$ cat src/rtl/matrix_row_sequencer_if.sv
// rtl/matrix_row_sequencer_if.sv - bus bundle between the row sequencer and its buffers/operator
//
// Signals (direction as seen from the sequencer, modport master):
//   start      in   begin an operation (sampled only while idle)
//   src_rd     out  source buffer read strobe
//   src_addr   out  source row index
//   src_rdata  in   source row, valid the cycle after src_rd
//   op_row     out  registered row presented to the operator
//   op_res     in   operator result row
//   dst_we     out  destination write strobe
//   dst_addr   out  destination row index
//   dst_wdata  out  destination row data
//   busy       out  operation in progress
//   done       out  one-cycle completion pulse
// The slave modport is the environment side (buffers, operator, host).
interface matrix_row_sequencer_if #(
    parameter int ROW_W = 40
);
    logic             start;
    logic             src_rd;
    logic [2:0]       src_addr;
    logic [ROW_W-1:0] src_rdata;
    logic [ROW_W-1:0] op_row;
    logic [ROW_W-1:0] op_res;
    logic             dst_we;
    logic [2:0]       dst_addr;
    logic [ROW_W-1:0] dst_wdata;
    logic             busy;
    logic             done;

    modport master (
        input  start,
        input  src_rdata,
        input  op_res,
        output src_rd,
        output src_addr,
        output op_row,
        output dst_we,
        output dst_addr,
        output dst_wdata,
        output busy,
        output done
    );

    modport slave (
        output start,
        output src_rdata,
        output op_res,
        input  src_rd,
        input  src_addr,
        input  op_row,
        input  dst_we,
        input  dst_addr,
        input  dst_wdata,
        input  busy,
        input  done
    );
endinterface

$ cat src/rtl/matrix_row_sequencer.sv
// rtl/matrix_row_sequencer.sv - streams matrix rows source -> row operator -> destination
//
// Parameters: ROWS (1..8) rows per operation, ROW_W packed row width,
//             OP_LAT (1..4) cycles from op_row change to matching op_res.
// Ports: clk, rst_n (asynchronous, active low) and bus
//        (matrix_row_sequencer_if.master: start, source read port, operator
//        row/result, destination write port, busy, done).
module matrix_row_sequencer #(
    parameter int ROWS   = 5,
    parameter int ROW_W  = 40,
    parameter int OP_LAT = 1
) (
    input  logic                   clk,
    input  logic                   rst_n,
    matrix_row_sequencer_if.master bus
);

    typedef enum logic [1:0] {
        IDLE  = 2'd0,
        ISSUE = 2'd1,
        DRAIN = 2'd2,
        DONE  = 2'd3
    } state_t;

    localparam logic [2:0] LAST = 3'(ROWS - 1);

    state_t           state;
    logic             src_rd;
    logic [2:0]       src_addr;
    logic             busy;
    logic             done;

    // Tag pipeline: valid bit + row index following each row from read
    // issue, through op_row capture, across the operator latency.
    logic             rd_v;
    logic [2:0]       rd_idx;
    logic             op_v;
    logic [2:0]       op_idx;
    logic [ROW_W-1:0] op_row;
    logic [OP_LAT-1:0] lat_v;
    logic [2:0]       lat_idx [OP_LAT];

    logic             dst_we;
    logic [2:0]       dst_addr;
    logic [ROW_W-1:0] dst_wdata;

    assign bus.src_rd    = src_rd;
    assign bus.src_addr  = src_addr;
    assign bus.op_row    = op_row;
    assign bus.dst_we    = dst_we;
    assign bus.dst_addr  = dst_addr;
    assign bus.dst_wdata = dst_wdata;
    assign bus.busy      = busy;
    assign bus.done      = done;

    always_ff @(posedge clk or negedge rst_n) begin
        if (!rst_n) begin
            state    <= IDLE;
            src_rd   <= 1'b0;
            src_addr <= 3'd0;
            busy     <= 1'b0;
            done     <= 1'b0;
        end else begin
            case (state)
                IDLE: begin
                    done <= 1'b0;
                    if (bus.start) begin
                        state    <= ISSUE;
                        src_rd   <= 1'b1;
                        src_addr <= 3'd0;
                        busy     <= 1'b1;
                    end
                end
                ISSUE: begin
                    if (src_addr == LAST) begin
                        src_rd <= 1'b0;
                        state  <= DRAIN;
                    end else begin
                        src_addr <= src_addr + 3'd1;
                    end
                end
                DRAIN: begin
                    // The last row's write strobe is being presented this
                    // cycle, so done lands on the following cycle.
                    if (dst_we && dst_addr == LAST) begin
                        state <= DONE;
                        busy  <= 1'b0;
                        done  <= 1'b1;
                    end
                end
                DONE: begin
                    done  <= 1'b0;
                    state <= IDLE;
                end
                default: state <= IDLE;
            endcase
        end
    end

    always_ff @(posedge clk or negedge rst_n) begin
        if (!rst_n) begin
            rd_v      <= 1'b0;
            rd_idx    <= 3'd0;
            op_v      <= 1'b0;
            op_idx    <= 3'd0;
            op_row    <= '0;
            lat_v     <= '0;
            for (int k = 0; k < OP_LAT; k++) begin
                lat_idx[k] <= 3'd0;
            end
            dst_we    <= 1'b0;
            dst_addr  <= 3'd0;
            dst_wdata <= '0;
        end else begin
            // Synchronous source memory: data for a read issued this cycle
            // arrives next cycle, when rd_v marks it.
            rd_v   <= src_rd;
            rd_idx <= src_addr;
            op_v   <= rd_v;
            op_idx <= rd_idx;
            if (rd_v) begin
                op_row <= bus.src_rdata;
            end

            lat_v[0]   <= op_v;
            lat_idx[0] <= op_idx;
            for (int k = 1; k < OP_LAT; k++) begin
                lat_v[k]   <= lat_v[k-1];
                lat_idx[k] <= lat_idx[k-1];
            end

            // op_res matches the tag at the end of the latency chain.
            dst_we <= lat_v[OP_LAT-1];
            if (lat_v[OP_LAT-1]) begin
                dst_addr  <= lat_idx[OP_LAT-1];
                dst_wdata <= bus.op_res;
            end
        end
    end

endmodule

$ cat src/flat_wrapper.sv
// flat-port wrapper written by rule: the top's interface ports become plain ports
module matrix_row_sequencer_flat 
#(
    parameter int ROWS   = 5,
    parameter int ROW_W  = 40,
    parameter int OP_LAT = 1
)
  (clk, rst_n, bus_start, bus_src_rdata, bus_op_res, bus_src_rd, bus_src_addr, bus_op_row, bus_dst_we, bus_dst_addr, bus_dst_wdata, bus_busy, bus_done);
  matrix_row_sequencer_if #(.ROW_W(ROW_W)) bus_i ();
  input  logic clk;
  input  logic rst_n;
  input wire logic [$bits(bus_i.start)-1:0] bus_start;
  input wire logic [$bits(bus_i.src_rdata)-1:0] bus_src_rdata;
  input wire logic [$bits(bus_i.op_res)-1:0] bus_op_res;
  output wire logic [$bits(bus_i.src_rd)-1:0] bus_src_rd;
  output wire logic [$bits(bus_i.src_addr)-1:0] bus_src_addr;
  output wire logic [$bits(bus_i.op_row)-1:0] bus_op_row;
  output wire logic [$bits(bus_i.dst_we)-1:0] bus_dst_we;
  output wire logic [$bits(bus_i.dst_addr)-1:0] bus_dst_addr;
  output wire logic [$bits(bus_i.dst_wdata)-1:0] bus_dst_wdata;
  output wire logic [$bits(bus_i.busy)-1:0] bus_busy;
  output wire logic [$bits(bus_i.done)-1:0] bus_done;
  assign bus_i.start = bus_start;
  assign bus_i.src_rdata = bus_src_rdata;
  assign bus_i.op_res = bus_op_res;
  assign bus_src_rd = bus_i.src_rd;
  assign bus_src_addr = bus_i.src_addr;
  assign bus_op_row = bus_i.op_row;
  assign bus_dst_we = bus_i.dst_we;
  assign bus_dst_addr = bus_i.dst_addr;
  assign bus_dst_wdata = bus_i.dst_wdata;
  assign bus_busy = bus_i.busy;
  assign bus_done = bus_i.done;
  matrix_row_sequencer #(.ROWS(ROWS), .ROW_W(ROW_W), .OP_LAT(OP_LAT)) u_core (.clk(clk), .rst_n(rst_n), .bus(bus_i));
endmodule
$ cat config.mk
export PLATFORM = sky130hd
export DESIGN_NAME = matrix_row_sequencer_flat
export DESIGN_NICKNAME = d
export VERILOG_FILES = /design/src/rtl/matrix_row_sequencer_if.sv /design/src/rtl/matrix_row_sequencer.sv /design/src/flat_wrapper.sv
export SDC_FILE = /design/constraint.sdc
export NUM_CORES = 1
export LEC_CHECK = 0
export BUFFER_PORTS_ARGS = -buffer_cell sky130_fd_sc_hd__buf_2
export CAP_MARGIN = 30
export CORE_ASPECT_RATIO = 0.75
export CORE_MARGIN = 3
export CORE_UTILIZATION = 51
export DETAILED_ROUTE_END_ITERATION = 10
export PLACE_DENSITY_LB_ADDON = 0.3
export SLEW_MARGIN = 20
export SYNTH_ARGS = -nofsm -noshare
export SYNTH_HDL_FRONTEND = slang
export SYNTH_SLANG_ARGS = --single-unit
$ cat constraint.sdc
create_clock -name clk -period 4.4 [get_ports clk]
set_input_delay 0.44 -clock clk [delete_from_list [all_inputs] [get_ports clk]]
set_output_delay 0.44 -clock clk [all_outputs]
set_load 0.05 [all_outputs]
Word-level counts from Yosys, hierarchy flattened. Index checks and enable logic that the tools add are counted. W data, S select, Z words.

Add/sub/neg operators: 1. Multipliers: 0. Divide/modulo/power cells: 0. Order comparisons: 0. Eq/ne operators: 9. Shift operators: 0. Mux-type cells: 14. Bitwise gates (word level): 0. Reductions and logical operators: 11.

Operators with widths (number): $reduce_and A3 Y1 (4); $pmux W2 S4 (1); $eq A3 B3 Y1 const B (2); $mux W2 (3); $mux W3 (2); $pmux W1 S2 (3); $pmux W3 S2 (1); $reduce_bool A2 Y1 (3); $eq A2 B2 Y1 const B (2); $mux W1 (4); $ne A2 B1 Y1 const B (2); $ne A2 B2 Y1 const B (2); $add A3 B1 Y3 const B (1); $eq A2 B1 Y1 const B (1); $logic_not A2 Y1 (1); $reduce_and A2 Y1 (1); $reduce_or A2 Y1 (1); $logic_and A1 B1 Y1 (1).

Bits in registers: 104. Latch bits: 0. Memory bits (writable): 0. Bits in read-only memories: 0. Output and inout port bits: 90. Memories: 0.

Depth between registers and ports, before layout.
Depth in word-level cells: 4. Depth in mapped cells: 6.

Least setup slack after synthesis. No wires, ideal clock.

Path type: register to register. Start point: reg u_core.src_addr[0] (netlist: u_core.bus.src_addr[0]). End point: reg u_core.state[1]. Setup time: 0.125 ns. Arrival time: 1.627 ns. Slack: 2.647 ns. Stages on the path, launching flop included: 6. Buffers on the path: 0. Period minus slack after synthesis: 1.753 ns. Cells stage by stage: dfrtp_1 > inv_1 > ha_1 > a21boi_4 > a211oi_2 > mux2_4.

Word-level cells in the longest chain between the ends: 3.

RTL lines: start: declaration (line matrix_row_sequencer.sv:29) `logic [2:0] src_addr;`; start signal: assignment (line matrix_row_sequencer.sv:79) `src_addr <= src_addr + 3'd1;`; $eq A3 B3 Y1 (line matrix_row_sequencer.sv:75) `if (src_addr == LAST) begin`; $ne A2 B1 Y1 (no line); $reduce_and A3 Y1 (no line); end signal: assignment (line matrix_row_sequencer.sv:77) `state <= DRAIN;`; end signal: assignment (line matrix_row_sequencer.sv:86) `state <= DONE;`; end signal: assignment (line matrix_row_sequencer.sv:93) `state <= IDLE;`; end: declaration (line matrix_row_sequencer.sv:27) `state_t state;`.

Every way passes these cells. A chain may end at the register's enable or synchronous reset.

Worst setup path after layout.
Start point: reg u_core.lat_v. End point: reg u_core.dst_wdata[17] (netlist: u_core.bus.dst_wdata[17]).

RTL lines: start: declaration (line matrix_row_sequencer.sv:40) `logic [OP_LAT-1:0] lat_v;`; start signal: indexed assignment (line matrix_row_sequencer.sv:128) `lat_v[k] <= lat_v[k-1];`; end signal: assignment (line matrix_row_sequencer.sv:136) `dst_wdata <= bus.op_res;`; end: declaration (line matrix_row_sequencer.sv:45) `logic [ROW_W-1:0] dst_wdata;`.

No word-level cell between the ends.

==> reports/results.tsv <==
stage	metric	value	unit
floorplan	pin_count	173	
timing	timing.final.hold_violations	0	
timing	finalSetupViolCount	0	
route	final_antenna_net_count	0	
final_layout	final_nets	505	
final_layout	final_design_area_no_fill	5170	um^2
power	pwr_cell_area	660	nW/um^2
final_layout	mostFrequentLayoutCell	buf_2	
cts	worst_setup_hold_path_clk_slew	0.10	ns
worst_setup_path	cp_cell_sequence	buf_4 -> mux2_2	
cts	tritoncts	built	
cts	cts_buffers	9	
cts	number_of_gates_resized_after_cts	0	
place	placement.setup.worst_slack	2.63	ns
power	intPower	1.99	mW
worst_setup_path	crit_arrival	2.01	ns
place	dp.final_hpwl	6020	um
worst_setup_path	critical_path.slowest_cell	dfrtp_1	
route	drt-initial-drc-count	58	
final_layout	mostFrequentLayoutCells	buf_2, dfrtp_1, mux2_2	
worst_setup_path	critPathKind	reg -> reg	
synth	seq_cells_post_synth	104	
floorplan	std_cell_rows	27	
timing	setup_slack	2.63	ns
final_layout	areaGrowthSynthToFinish	31.0	%
synth	number_of_enable_flip_flop_cells_after_synthesis	0	
final_layout	number_of_diodes_added_for_antenna_fixing	0	
grt	wire_length_of_the_first_global_routing_pass	12000	um
synth	combinational_family_with_the_most_area_after_synthesis	multiplexers	
synth	netlist-cell-type-count	24	
floorplan	effective_utilization_at_floorplan	53.1	%
grt	antenna_violations_before_repair	0	
power	cellLeakagePower	2.55	nW
timing	worst_hold_slack	0.314	ns
floorplan	chipWidth	108	um
grt	grt.total_usage	17.4	%
power	power.share.clock	19.0	%
final_layout	fillCellCount	548	
synth	yosys-top-cells-area	dfrtp_1, mux2_2, ha_1	
synth	post_synth_instance_area	3950	um^2
synth	synth_cells	239	
final_layout	drive_above_1_share	67.5	%
route	post_drt_wl_per_cell	15.5	um
worst_setup_path	crit_required	4.64	ns
job	max-cap-violations	0	
cts	deepest_clock_path_buffer_count	2	
synth	synth_area_per_cell	16.5	um^2
synth	synth-compound-area-share	2.79	%
worst_setup_path	start_kind	flip-flop	
synth	synth_mux_area_share	25.3	%
synth	syn_nets	328	
worst_setup_path	crit_buf_inv	1	
hold_path	worstHoldPathType	in -> reg	
floorplan	die_area	8850	um^2
worst_setup_path	critical_path.endpoint_type	flip-flop	
floorplan	placeableCoreArea	7430	um^2
grt	grt_max_degree	73	
synth	synth_top_area_cell	dfrtp_1	
cts	tritoncts_num_sinks	104	
worst_setup_path	max_stage_delay	0.83	ns
worst_setup_path	top_delay_family_on_crit_path	flip-flops	
timing	layout_worst_path_cycle_share	40.3	%
status	outcome	completed	
route	detail_route.vias_per_cell	4.85	
synth	synthSimpleGateAreaFrac	2.03	%
timing	worst-slew-pin-transition	0.734	ns
timing	maxClockFrequency	0.564	GHz
synth	seq_area_frac_synth	65.9	%
synth	synthAdderAreaFrac	1.90	%
cts	clock_tree.htree_level_count	3	
route	detail_route.wirelength	8090	um
synth	yosys_most_used_dff	dfrtp_1	
timing	setup_tns	0	ns
timing	finalCriticalPeriod	1.77	ns
cts	post-cts-setup-buffers	0	
place	gpl.final_weighted_congestion	0.720	
synth	xor_xnor_share_of_the_synthesized_area	0	%
power	power.switching	1.43	mW
place	detailed_place.area	4910	um^2
route	route.vias.total	2532	
synth	ys_warn_count	0	
worst_setup_path	critPathMaxFanout	26	
cts	clk_tree_root_cell	clkbuf_8	
route	drtPass1Iterations	4	
timing	finalMaxSlewViolations	0	
grt	vias_in_the_first_global_route	2536	
timing	slew-limit-headroom	51.0	%
floorplan	die_height	82.2	um
timing	finClkSkew	0.00696	ns
synth	async_reset_ff_share	100	%
power	vdd.ir_drop.worst	0.000409	V
cts	ctsHoldBuffers	0	
power	power.share.combinational	42.0	%
timing	grt_setup_unrepaired	no	
power	sequentialPowerShare	39.0	%
power	switching_share_of_power	41.8	%
synth	synth_largest_type_area_fraction	65.9	%
route	detail_route.drc_violations	0	
place	portBuffers	172	
grt	grt-ovfl-total	0	
cts	worst_skew_pair.late_latency	0.35	ns
sequential cells by signal, summed over array words and instances (netlist names):
signal / flops
u_core.bus.dst_wdata: 40
u_core.bus.op_row: 40
u_core.bus.dst_addr: 3
u_core.bus.src_addr: 3
u_core.lat_idx: 3
u_core.op_idx: 3
u_core.rd_idx: 3
u_core.state: 2
u_core.bus.busy: 1
u_core.bus.done: 1
u_core.bus.dst_we: 1
u_core.bus.src_rd: 1
u_core.lat_v: 1
u_core.op_v: 1
u_core.rd_v: 1
synthesized netlist by cell type (2+ instances only):
master / number
ha_1: 6
dfrtp_1: 104
mux2i_1: 4
o221ai_1: 2
o21ai_0: 2
inv_1: 7
a21oi_1: 3
buf_2: 11
mux2_2: 84
nand3_1: 2
worst reg2reg max path, cell delays in order, from the launching register on:
cell and delay (ns):
dfrtp_1 0.83, buf_4 0.44, mux2_2 0.39
per-stage QoR:
stage	total power, mW	util [%]	std cells
after CTS	3.45	69.1	520
after global placement	2.75	66.0	504
after detailed placement	2.79	66.0	504
final	3.41	69.6	522
after global routing	3.58	69.6	522
after floorplan	2.44	-	239
layer usage:
metal	vias to the layer above	global-route usage, %	wire (um)	share of wire [%]
li1	1192	-	-	-
met1	1227	20.7	3250	40
met2	108	30.2	3980	49
met3	5	6.53	824	10
met4	0	4.54	36	0.44
met5	-	0	0	0
logic make-up (layout without fill, tap and decap cells):
group | Yosys count | count (layout)
buf+inv | 18 | 200
flops | 104 | 104
compound gates | 13 | 13
simple gates | 9 | 9
fa+ha+maj | 6 | 6
mux | 89 | 89
worst paths after layout:
kind / startpoint / endpoint / slack, ns / cells after the start
max reg2reg: u_core.lat_v$_DFF_PN0_ / u_core.bus.dst_wdata[17]$_DFFE_PN0P_ / 2.63 / 2
min in group asynchronous: rst_n / u_core.state[1]$_DFFE_PN0P_ / 0.49 / 2
min: bus_src_rdata[17] / u_core.bus.op_row[17]$_DFFE_PN0P_ / 0.31 / 2
max in group asynchronous: rst_n / u_core.bus.dst_wdata[8]$_DFFE_PN0P_ / 2.91 / 4
max: u_core.lat_v$_DFF_PN0_ / u_core.bus.dst_wdata[17]$_DFFE_PN0P_ / 2.63 / 2
min reg2reg: u_core.op_idx[2]$_DFF_PN0_ / u_core.lat_idx[2]$_DFF_PN0_ / 0.36 / 0
power groups by stage:
stage,clock network [mW],registers (mW),logic (mW)
floorplan,0,1.96,0.483
global placement,0,1.34,1.41
detailed placement,0,1.35,1.44
CTS,0.669,1.34,1.44
global route,0.707,1.37,1.51
finish,0.650,1.33,1.43
cell type report:
type,instances,area [um^2],share of cell area [%]
sequential,104,2600,50.3
multi-input combinational,117,1270,24.5
timing repair buffer,177,923,17.8
clock buffer,10,138,2.66
tap,101,126,2.44
clock inverter,6,91.3,1.77
inverter,7,26.3,0.508
Note: power is estimated with default switching activity, not from simulation.
